### src/rtl/multdiv_issue_ctrl_pkg.sv
// -----------------------------------------------------------------------------
// multdiv_issue_ctrl_pkg
//   Shared types and constants for the mult/div issue controller:
//     - state_e : controller state encoding (IDLE/START/BUSY/DONE)
//     - op_e    : operation selector held for the duration of an op
//     - default exception register number and exception codes
//     - counter widths for the blanking and timeout counters
//     - exc_code() : picks the rstatus value for a given op
// -----------------------------------------------------------------------------
package multdiv_issue_ctrl_pkg;

  typedef enum logic [1:0] {
    IDLE  = 2'd0,
    START = 2'd1,
    BUSY  = 2'd2,
    DONE  = 2'd3
  } state_e;

  typedef enum logic {
    OP_MULT = 1'b0,
    OP_DIV  = 1'b1
  } op_e;

  localparam int RSTATUS_REG_NUM   = 30;
  localparam int MULT_EXC_CODE_DEF = 4;
  localparam int DIV_EXC_CODE_DEF  = 5;

  // Blanking counter holds BLANK_CYCLES (expected < 16); timeout counter is
  // 6 bits, so TIMEOUT_CYCLES must stay within 1..64.
  localparam int BLANK_W   = 4;
  localparam int TIMEOUT_W = 6;

  // rstatus value written when the op ends in an exception (zero-extended).
  function automatic logic [31:0] exc_code(input op_e op,
                                           input int  mult_code,
                                           input int  div_code);
    return (op == OP_DIV) ? 32'(div_code) : 32'(mult_code);
  endfunction

endpackage

### src/rtl/md_wb_capture.sv
// -----------------------------------------------------------------------------
// md_wb_capture
//   Captures the multdiv outcome into the writeback registers. On capture,
//   an exception redirects the write to the rstatus register with the op's
//   exception code; otherwise the result goes to the instruction's rd.
//   Also records whether the writeback is a real register write ($r0 is
//   never written, but exceptions always are).
//   Ports:
//     clock, reset : rising-edge clock, synchronous active-high clear
//     capture      : load the writeback registers this cycle
//     exception    : outcome is an exception (multdiv or timeout)
//     op           : operation in flight (selects the exception code)
//     rd           : destination of the instruction
//     result       : multdiv data result
//     wb_rd        : captured writeback register
//     wb_data      : captured writeback value
//     wb_write     : captured "this writeback modifies a register" flag
// -----------------------------------------------------------------------------
module md_wb_capture
  import multdiv_issue_ctrl_pkg::*;
#(
  parameter int RSTATUS_REG   = RSTATUS_REG_NUM,
  parameter int MULT_EXC_CODE = MULT_EXC_CODE_DEF,
  parameter int DIV_EXC_CODE  = DIV_EXC_CODE_DEF
) (
  input  logic        clock,
  input  logic        reset,
  input  logic        capture,
  input  logic        exception,
  input  op_e         op,
  input  logic [4:0]  rd,
  input  logic [31:0] result,
  output logic [4:0]  wb_rd,
  output logic [31:0] wb_data,
  output logic        wb_write
);

  logic [4:0]  rd_d;
  logic [31:0] data_d;
  logic        write_d;

  // NOTE: every always_comb output gets a default before any branch, so no
  // path leaves a signal unassigned and no latch is inferred.
  always_comb begin
    rd_d    = rd;
    data_d  = result;
    write_d = (rd != 5'd0);
    if (exception) begin
      rd_d    = 5'(RSTATUS_REG);
      data_d  = exc_code(op, MULT_EXC_CODE, DIV_EXC_CODE);
      write_d = 1'b1;
    end
  end

  always_ff @(posedge clock) begin
    if (reset) begin
      wb_rd    <= '0;
      wb_data  <= '0;
      wb_write <= 1'b0;
    end else if (capture) begin
      wb_rd    <= rd_d;
      wb_data  <= data_d;
      wb_write <= write_d;
    end
  end

endmodule

### src/rtl/register32.sv
// -----------------------------------------------------------------------------
// register32
//   32-bit enabled register with synchronous active-high clear.
//   Ports:
//     clock : rising-edge clock
//     reset : synchronous, active-high; clears q
//     en    : load d into q on the next rising edge
//     d     : data in
//     q     : registered data out
// -----------------------------------------------------------------------------
module register32 (
  input  logic        clock,
  input  logic        reset,
  input  logic        en,
  input  logic [31:0] d,
  output logic [31:0] q
);

  // NOTE: clocked state uses non-blocking (<=) so every flop samples the
  // pre-edge values of its inputs, independent of block evaluation order.
  always_ff @(posedge clock) begin
    if (reset) begin
      q <= '0;
    end else if (en) begin
      q <= d;
    end
  end

endmodule

### src/rtl/multdiv_issue_ctrl.sv
// -----------------------------------------------------------------------------
// multdiv_issue_ctrl
//   Sits between the execute stage and the multdiv unit. A mult/div in
//   execute is turned into a single ctrl_MULT/ctrl_DIV pulse, its operands
//   are held stable (multdiv re-latches operands every clock), the pipeline
//   is stalled until multdiv reports ready, and a one-cycle writeback of the
//   result (or of the exception code to $rstatus) is issued.
//
//   State flow: IDLE -> START (ctrl pulse) -> BUSY (wait RDY) -> DONE (wb).
//   md_resultRDY is ignored for BLANK_CYCLES BUSY cycles after START so a
//   ready left over from a previous operation is not mistaken for this one.
//
//   Optional build macro MULTDIV_TIMEOUT_EN: adds a BUSY-cycle counter; after
//   TIMEOUT_CYCLES BUSY cycles without an accepted ready the op completes as
//   an exception. Without the macro BUSY waits indefinitely.
//
//   Ports:
//     clock, reset        : rising-edge clock, synchronous active-high reset
//     ex_is_mult/div      : execute stage holds a mult / div (mult wins)
//     ex_rd, ex_opA/B     : destination and operands from execute
//     flush               : squash any in-flight op
//     md_result           : multdiv data result
//     md_exception        : multdiv exception flag
//     md_resultRDY        : multdiv result ready
//     ctrl_MULT/DIV       : one-cycle start pulses to multdiv
//     md_operandA/B       : held operands to multdiv
//     stall               : freeze fetch/decode/execute
//     busy                : operation in flight (START or BUSY)
//     wb_valid            : one-cycle writeback strobe
//     wb_rd, wb_data      : writeback register and value
// -----------------------------------------------------------------------------
module multdiv_issue_ctrl
  import multdiv_issue_ctrl_pkg::*;
#(
  parameter int RSTATUS_REG   = RSTATUS_REG_NUM,
  parameter int MULT_EXC_CODE = MULT_EXC_CODE_DEF,
  parameter int DIV_EXC_CODE  = DIV_EXC_CODE_DEF,
  parameter int BLANK_CYCLES  = 2
`ifdef MULTDIV_TIMEOUT_EN
  ,
  parameter int TIMEOUT_CYCLES = 40
`endif
) (
  input  logic        clock,
  input  logic        reset,
  input  logic        ex_is_mult,
  input  logic        ex_is_div,
  input  logic [4:0]  ex_rd,
  input  logic [31:0] ex_opA,
  input  logic [31:0] ex_opB,
  input  logic        flush,
  input  logic [31:0] md_result,
  input  logic        md_exception,
  input  logic        md_resultRDY,
  output logic        ctrl_MULT,
  output logic        ctrl_DIV,
  output logic [31:0] md_operandA,
  output logic [31:0] md_operandB,
  output logic        stall,
  output logic        busy,
  output logic        wb_valid,
  output logic [4:0]  wb_rd,
  output logic [31:0] wb_data
);

  state_e             state;
  op_e                op_reg;
  logic [4:0]         rd_reg;
  logic [BLANK_W-1:0] blank_cnt;

  logic req;
  op_e  req_op;
  logic accept;
  logic timeout_hit;
  logic capture;
  logic capture_exc;
  logic wb_write;

  // A squashed instruction never starts an op; mult has priority over div.
  assign req    = (ex_is_mult | ex_is_div) & ~flush;
  assign req_op = ex_is_mult ? OP_MULT : OP_DIV;

  // Hold the requester in execute from its first cycle until DONE, where
  // stall drops so execute advances exactly once.
  assign stall = ((state == IDLE) & req) | (state == START) | (state == BUSY);
  assign busy  = (state == START) | (state == BUSY);

  // Start pulses decode registered state/op; a flush in START suppresses them.
  assign ctrl_MULT = (state == START) & ~flush & (op_reg == OP_MULT);
  assign ctrl_DIV  = (state == START) & ~flush & (op_reg == OP_DIV);

  assign wb_valid = (state == DONE) & wb_write;

  assign accept = (state == BUSY) & ~flush & (blank_cnt == '0) & md_resultRDY;

`ifdef MULTDIV_TIMEOUT_EN
  logic [TIMEOUT_W-1:0] to_cnt;

  // An accepted ready in the same cycle takes precedence over the timeout.
  assign timeout_hit = (state == BUSY) & ~flush & ~accept
                     & (to_cnt == TIMEOUT_W'(TIMEOUT_CYCLES - 1));
`else
  assign timeout_hit = 1'b0;
`endif

  assign capture     = accept | timeout_hit;
  assign capture_exc = md_exception | timeout_hit;

  // Operands load only when a request is accepted, so they stay constant
  // from START through DONE and keep their last values after a flush.
  register32 u_opa (
    .clock (clock),
    .reset (reset),
    .en    ((state == IDLE) & req),
    .d     (ex_opA),
    .q     (md_operandA)
  );

  register32 u_opb (
    .clock (clock),
    .reset (reset),
    .en    ((state == IDLE) & req),
    .d     (ex_opB),
    .q     (md_operandB)
  );

  md_wb_capture #(
    .RSTATUS_REG   (RSTATUS_REG),
    .MULT_EXC_CODE (MULT_EXC_CODE),
    .DIV_EXC_CODE  (DIV_EXC_CODE)
  ) u_wb_capture (
    .clock     (clock),
    .reset     (reset),
    .capture   (capture),
    .exception (capture_exc),
    .op        (op_reg),
    .rd        (rd_reg),
    .result    (md_result),
    .wb_rd     (wb_rd),
    .wb_data   (wb_data),
    .wb_write  (wb_write)
  );

  always_ff @(posedge clock) begin
    if (reset) begin
      state     <= IDLE;
      op_reg    <= OP_MULT;
      rd_reg    <= '0;
      blank_cnt <= '0;
`ifdef MULTDIV_TIMEOUT_EN
      to_cnt    <= '0;
`endif
    end else begin
      case (state)
        IDLE: begin
          if (req) begin
            op_reg <= req_op;
            rd_reg <= ex_rd;
            state  <= START;
          end
        end

        START: begin
`ifdef MULTDIV_TIMEOUT_EN
          to_cnt <= '0;
`endif
          if (flush) begin
            state <= IDLE;
          end else begin
            blank_cnt <= BLANK_W'(BLANK_CYCLES);
            state     <= BUSY;
          end
        end

        BUSY: begin
          if (flush) begin
            state <= IDLE;
          end else begin
            if (blank_cnt != '0) begin
              blank_cnt <= blank_cnt - BLANK_W'(1);
            end
            if (capture) begin
              state <= DONE;
            end
`ifdef MULTDIV_TIMEOUT_EN
            else begin
              to_cnt <= to_cnt + TIMEOUT_W'(1);
            end
`endif
          end
        end

        DONE: begin
          // A request seen here waits in execute for the next IDLE cycle.
          state <= IDLE;
        end

        default: state <= IDLE;
      endcase
    end
  end

endmodule

### config.mk
export PLATFORM = sky130hd
export DESIGN_NAME = multdiv_issue_ctrl
export DESIGN_NICKNAME = d
export VERILOG_FILES = /design/src/rtl/multdiv_issue_ctrl_pkg.sv /design/src/rtl/md_wb_capture.sv /design/src/rtl/register32.sv /design/src/rtl/multdiv_issue_ctrl.sv
export SDC_FILE = /design/constraint.sdc
export NUM_CORES = 1
export LEC_CHECK = 0
export CAP_MARGIN = 10
export CELL_PAD_IN_SITES_DETAIL_PLACEMENT = 0
export CELL_PAD_IN_SITES_GLOBAL_PLACEMENT = 2
export CORE_MARGIN = 2
export CORE_UTILIZATION = 23
export CTS_BUF_LIST = sky130_fd_sc_hd__clkbuf_8 sky130_fd_sc_hd__clkbuf_16
export CTS_CLUSTER_SIZE = 10
export DETAILED_ROUTE_END_ITERATION = 16
export PLACE_DENSITY = 0.91
export SLEW_MARGIN = 25
export SYNTH_ARGS = -nofsm -noshare
export SYNTH_HDL_FRONTEND = slang
export SYNTH_SLANG_ARGS = --single-unit
### constraint.sdc
create_clock -name clock -period 2.1 [get_ports clock]
set_clock_uncertainty 0.15 [all_clocks]
set_input_delay 0.42 -clock clock [delete_from_list [all_inputs] [get_ports clock]]
set_output_delay 0.42 -clock clock [all_outputs]
set_load 0.02 [all_outputs]
; Yosys cells after proc, flatten, opt, wreduce, memory -nomap -nowiden
; Cells that the tools add are included.
[totals]
input_bits = 108
elab_cells = 55
out_inout_bits = 106
regBits = 114
[op_classes]
n_mux = 14
add_sub_neg = 1
n_bitwise = 15
n_reduce_logical = 8
eq_ne = 8
[ops]
columns = op, n
row1 = two-way mux 32 bit, 1
row2 = two-way mux 4 bit, 3
row3 = bitwise AND 1 bit, 9
row4 = two-way mux 2 bit, 4
row5 = case mux 2 bit (4 select lines), 1
row6 = case mux 4 bit (2 select lines), 1
row7 = != test 2 bit (second input constant), 3
row8 = two-way mux 5 bit, 1
row9 = nonzero test 5 bit, 1
row10 = == test 2 bit (second input constant), 2
row11 = zero test 4 bit, 1
row12 = OR 1 bit, 4
row13 = AND reduction 2 bit, 2
row14 = AND reduction 4 bit, 1
row15 = nonzero test 4 bit, 1
row16 = subtractor 4 x 1 -> 4 bit (second input constant), 1
row17 = two-way mux 1 bit, 3
row18 = != test 3 bit (second input constant), 1
row19 = == test 2 x 1 -> 1 bit (second input constant), 1
row20 = zero test 2 bit, 1
row21 = != test 2 x 1 -> 1 bit (second input constant), 1
row22 = NOT 1 bit, 2
row23 = nonzero test 2 bit, 1

; Logic depth before layout (Yosys ltp)
[depth]
depth_word = 7
mapped_depth = 8
depth_no_buf = 5

; Modules after synthesis
; From an unflattened synthesis, not the netlist that was laid out.
[hier_totals]
cells_unflattened = 453
area_unflattened_um2 = 4609.4
[by_module_without_submodules]
columns = mod, cells_each, area_each_um2, instances, seq_area_each_um2
row1 = register32, 103, 1163.6, 2, 640.6
row2 = md_wb_capture, 168, 1571.5, 1, 760.7
row3 = multdiv_issue_ctrl, 79, 710.7, 1, 240.2

; Worst setup path before layout
; OpenSTA, ideal clock, no wires.
[synth_path]
path_type = reg-to-output
startpoint = reg state[0]
endpoint = out stall
n_path_buf = 2
t_required_ns = 1.530
setup_slack_ns = 0.052
stages_incl_launch_ff = 8
arrival_ns = 1.478
cell_sequence = dfxtp_1 > inv_1 > ha_1 > buf_2 > inv_2 > buf_2 > nor2_1 > or3_1
[synth_via]
elab_chain_len = 4
elab_cells_between_ends = 6
classes_between = eq/ne (2) / bitwise (3) / reduce/logical (1)
[synth_lines]
columns = element, line_no
row1 = from (decl), multdiv_issue_ctrl.sv:66  ; state_e state;
row2 = from (signal assigned), multdiv_issue_ctrl.sv:146  ; state <= IDLE;
row3 = from (signal assigned), multdiv_issue_ctrl.sv:159  ; state <= START;
row4 = from (signal assigned), multdiv_issue_ctrl.sv:168  ; state <= IDLE;
row5 = zero test 2 bit, multdiv_issue_ctrl.sv:85  ; assign stall = ((state == IDLE) & req) | (state == START) | (state == BUSY);
row6 = bitwise AND 1 bit, multdiv_issue_ctrl.sv:85
row7 = OR 1 bit, multdiv_issue_ctrl.sv:85
row8 = OR 1 bit (*), multdiv_issue_ctrl.sv:85
row9 = to (decl), multdiv_issue_ctrl.sv:59  ; output logic stall,
; Mark *: on every way between the ends. The rest lies on a longest branch, timed or not.

; Worst setup path after layout
[layout_path]
startpoint = reg state[1]
endpoint = out stall
; The elaborated chain is that of the path after synthesis.

==> impl_metrics.ini <==
[synthesis]
synth_edf_count = 0
synth_area_per_cell_um2 = 8.554
netlist_instances = 551
syn_nets = 666
synth-seq-area-share_pct = 48.42
yosys_most_used_dff = dfxtp_1
ys_async_sr_fraction_pct = 0
synth_area_um2 = 4713
synth-seq-cells = 114
yosys.cell_types.count = 39
yosys_warnings = 0

[timing]
relSlewSlack_pct = 52.19
rsz0062_at_grt = true
hold_violations = 0
period_share_pct = 102.8
fmax_ghz = 0.4631
final.setup.worst_slack_ns = -0.05930
worst_pin_slew_ns = 0.7171
finalSetupViolCount = 1
tns_ns = -0.05930
slew_violations = 0
layout_min_cycle_time_ns = 2.159

[setup_path]
cpPeakStageDelay_ns = 0.38
path_cells = inv_4 > ha_4 > inv_4 > nor2_4 > or3_4 > buf_6
crit_buf_inv = 3
cpMostUsedCell = inv_4
cp_max_fo = 3
crit_type = reg -> out
arrival_ns = 1.59
critPathLaunchType = flip-flop
slowest_stage = or3_4
crit_family = simple AND/OR/NAND/NOR gates
crit_required_ns = 1.53
cp-end-kind = output pin

[clock_network]
clkLatencyLatePin_ns = 0.42
ctsHtreeMaxLevel = 4
cts_buffer_depth = 2
holdBufCountCts = 0
cts_tree = yes
root_buffer = clkbuf_16
clk_pin_slew_worst_paths_ns = 0.06
cts-buffers-inserted = 17
cts_sinks = 114

[die]
fp.dieW_um = 147.2
core_um2 = 20170
num_rows = 52
top_level_ports = 214
die-area_um2 = 21650
fp.dieH_um = 147.2
start_util_pct = 23.37

[run_status]
violations = setup timing
status = finished with violations

[layout]
syn_to_final_growth_pct = 67.24
drive_gt1_share_pct = 10.79
fin_nets = 862
antenna_cells = 0
reg_top3 = u_opa.q: 32 flops, u_opb.q: 32 flops, u_wb_capture.wb_data: 32 flops

[route]
num_vias = 4844
drt_iter0_markers = 170
wl_per_cell_um = 16.05
post-route-drc-count = 0
drtAntennaViolNets = 0
vias_per_cell = 4.703
dr.pass1.iters = 4
finalWirelength_mm = 16.53

[power_and_ir_drop]
p_leak_nw = 2.676
vdd_ir_drop_max_uv = 511.0
power_density_nw_per_um2 = 824.4

[global_routing]
grtUsageTotal_pct = 15.51
grt_max_degree = 72
grt_pass1_vias = 4946
antenna_found_initial = 0
grt_pass1_wl_mm = 26.72
grt_overflow = 0

[placed_design]
hpwl_mm = 10.13
port_buffers = 213
gp_congestion = 0.7238
dpl_worst_slack_ns = -0.4785

[hold_path]
hold_path_class = in -> reg

[job]
cap_violations = 0
## layout make-up
| class | instances | area, µm² |
|---|---|---|
| Fill cell | 2073 | 12290 |
| Timing Repair Buffer | 241 | 2462 |
| Sequential cell | 114 | 2287 |
| Multi-Input combinational cell | 367 | 2153 |
| Clock buffer | 19 | 452.9 |
| Tap cell | 270 | 337.8 |
| Clock inverter | 13 | 158.9 |
| Inverter | 6 | 30.03 |
## per-layer routing
metal	GRT usage (%)	wire (µm)	part of all wire, %	vias to the layer above
li1	-	-	-	2409
met1	19.06	7309	44	2267
met2	25.12	7852	48	146
met3	5.217	1086	6.6	22
met4	6.010	279	1.7	0
met5	0	0	0	-
## power by group
group	internal, mW	switching (mW)
Combinational	0.547	0.627
Sequential	2.27	0.0538
Clock	1.92	1.08
Total	4.74	1.76
## Yosys cell counts, types with 2 or more instances
master       n  share of area, %
a211oi_1     5              0.80
a21oi_1    112                12
a311oi_1     2              0.37
buf_1        8              0.64
buf_2       14               1.5
buf_4        5              0.80
clkbuf_1    34               2.7
dfxtp_1    114                48
ha_1         7               1.9
inv_1        5              0.40
nand3_1     69               7.3
nand4b_1    31               5.8
nand4bb_1    2              0.48
nor2_1       5              0.40
nor3_1       5              0.53
nor3b_1      2              0.32
nor4_1       5              0.66
o21ai_0    102                11
o21ba_2      2              0.42
or3_1        2              0.27
or4_1        2              0.32
## cells by family (layout without fill, tap and decap cells)
kind of cell	Yosys count	in the layout	share of synthesized area (%)
DFF	114	114	48.42
muxes	2	2	0.4513
AOI/OAI and AO/OA	227	227	25.01
buffers and inverters	70	279	6.663
adders and majority gates	7	7	1.858
and+or+nand+nor	131	131	17.60
## what timing repair did
item	4_1_cts	5_1_grt
resized for setup	20	16
setup buffers	0	5
pin swaps	0	3
setup endpoints to repair	5	5
## cells in the final DEF (no fill, tap or decap), types with 2 or more instances in the layout
cell type / n
a311oi_1: 2
buf_12: 9
dfxtp_1: 112
nor4_1: 5
clkbuf_8: 2
clkinvlp_4: 5
clkinv_2: 2
nor3_1: 5
nand4bb_1: 2
a21oi_1: 112
clkdlybuf4s15_2: 2
nor2_1: 4
inv_6: 2
nand3_1: 69
o21ai_0: 102
clkbuf_16: 17
clkdlybuf4s50_1: 204
a211oi_1: 5
buf_4: 18
inv_4: 3
bufinv_16: 3
inv_1: 4
or4_1: 2
ha_1: 6
o21ba_2: 2
nand4b_1: 31
dlymetal6s2s_1: 2
nor3b_1: 2
buf_6: 3
## worst reg2reg max path, cell delays in order, from the launching register on
cell and delay, ns:
dfxtp_2 0.35, inv_4 0.05, ha_4 0.16, inv_4 0.06, buf_4 0.56, o22ai_1 0.24
mux2_2 0.30
## per-stage QoR
step,total power [mW],cells,util [%],hold slack [ns],area (µm²)
final,6.498,1030,39.08,0.2243,7883
after global routing,6.811,1030,39.08,0.2163,7883
after CTS,6.572,1025,38.65,0.2005,7796
after detailed placement,3.526,993,35.64,0.3140,7188
after global placement,3.528,993,35.64,0.3059,7188
after floorplan,2.927,551,-,0.3043,4713
## final timing paths
path	start	end	slack, ns	depth (start not counted)
hold / removal	reset	u_opb.q[12]	0.22	2
hold reg to reg	u_wb_capture.wb_data[27]	u_wb_capture.wb_data[27]	0.32	2
setup / recovery	state[1]	stall	-0.06	6
setup reg to reg	state[1]	state[1]	0.11	6
Power figures use the tool's default switching activity.
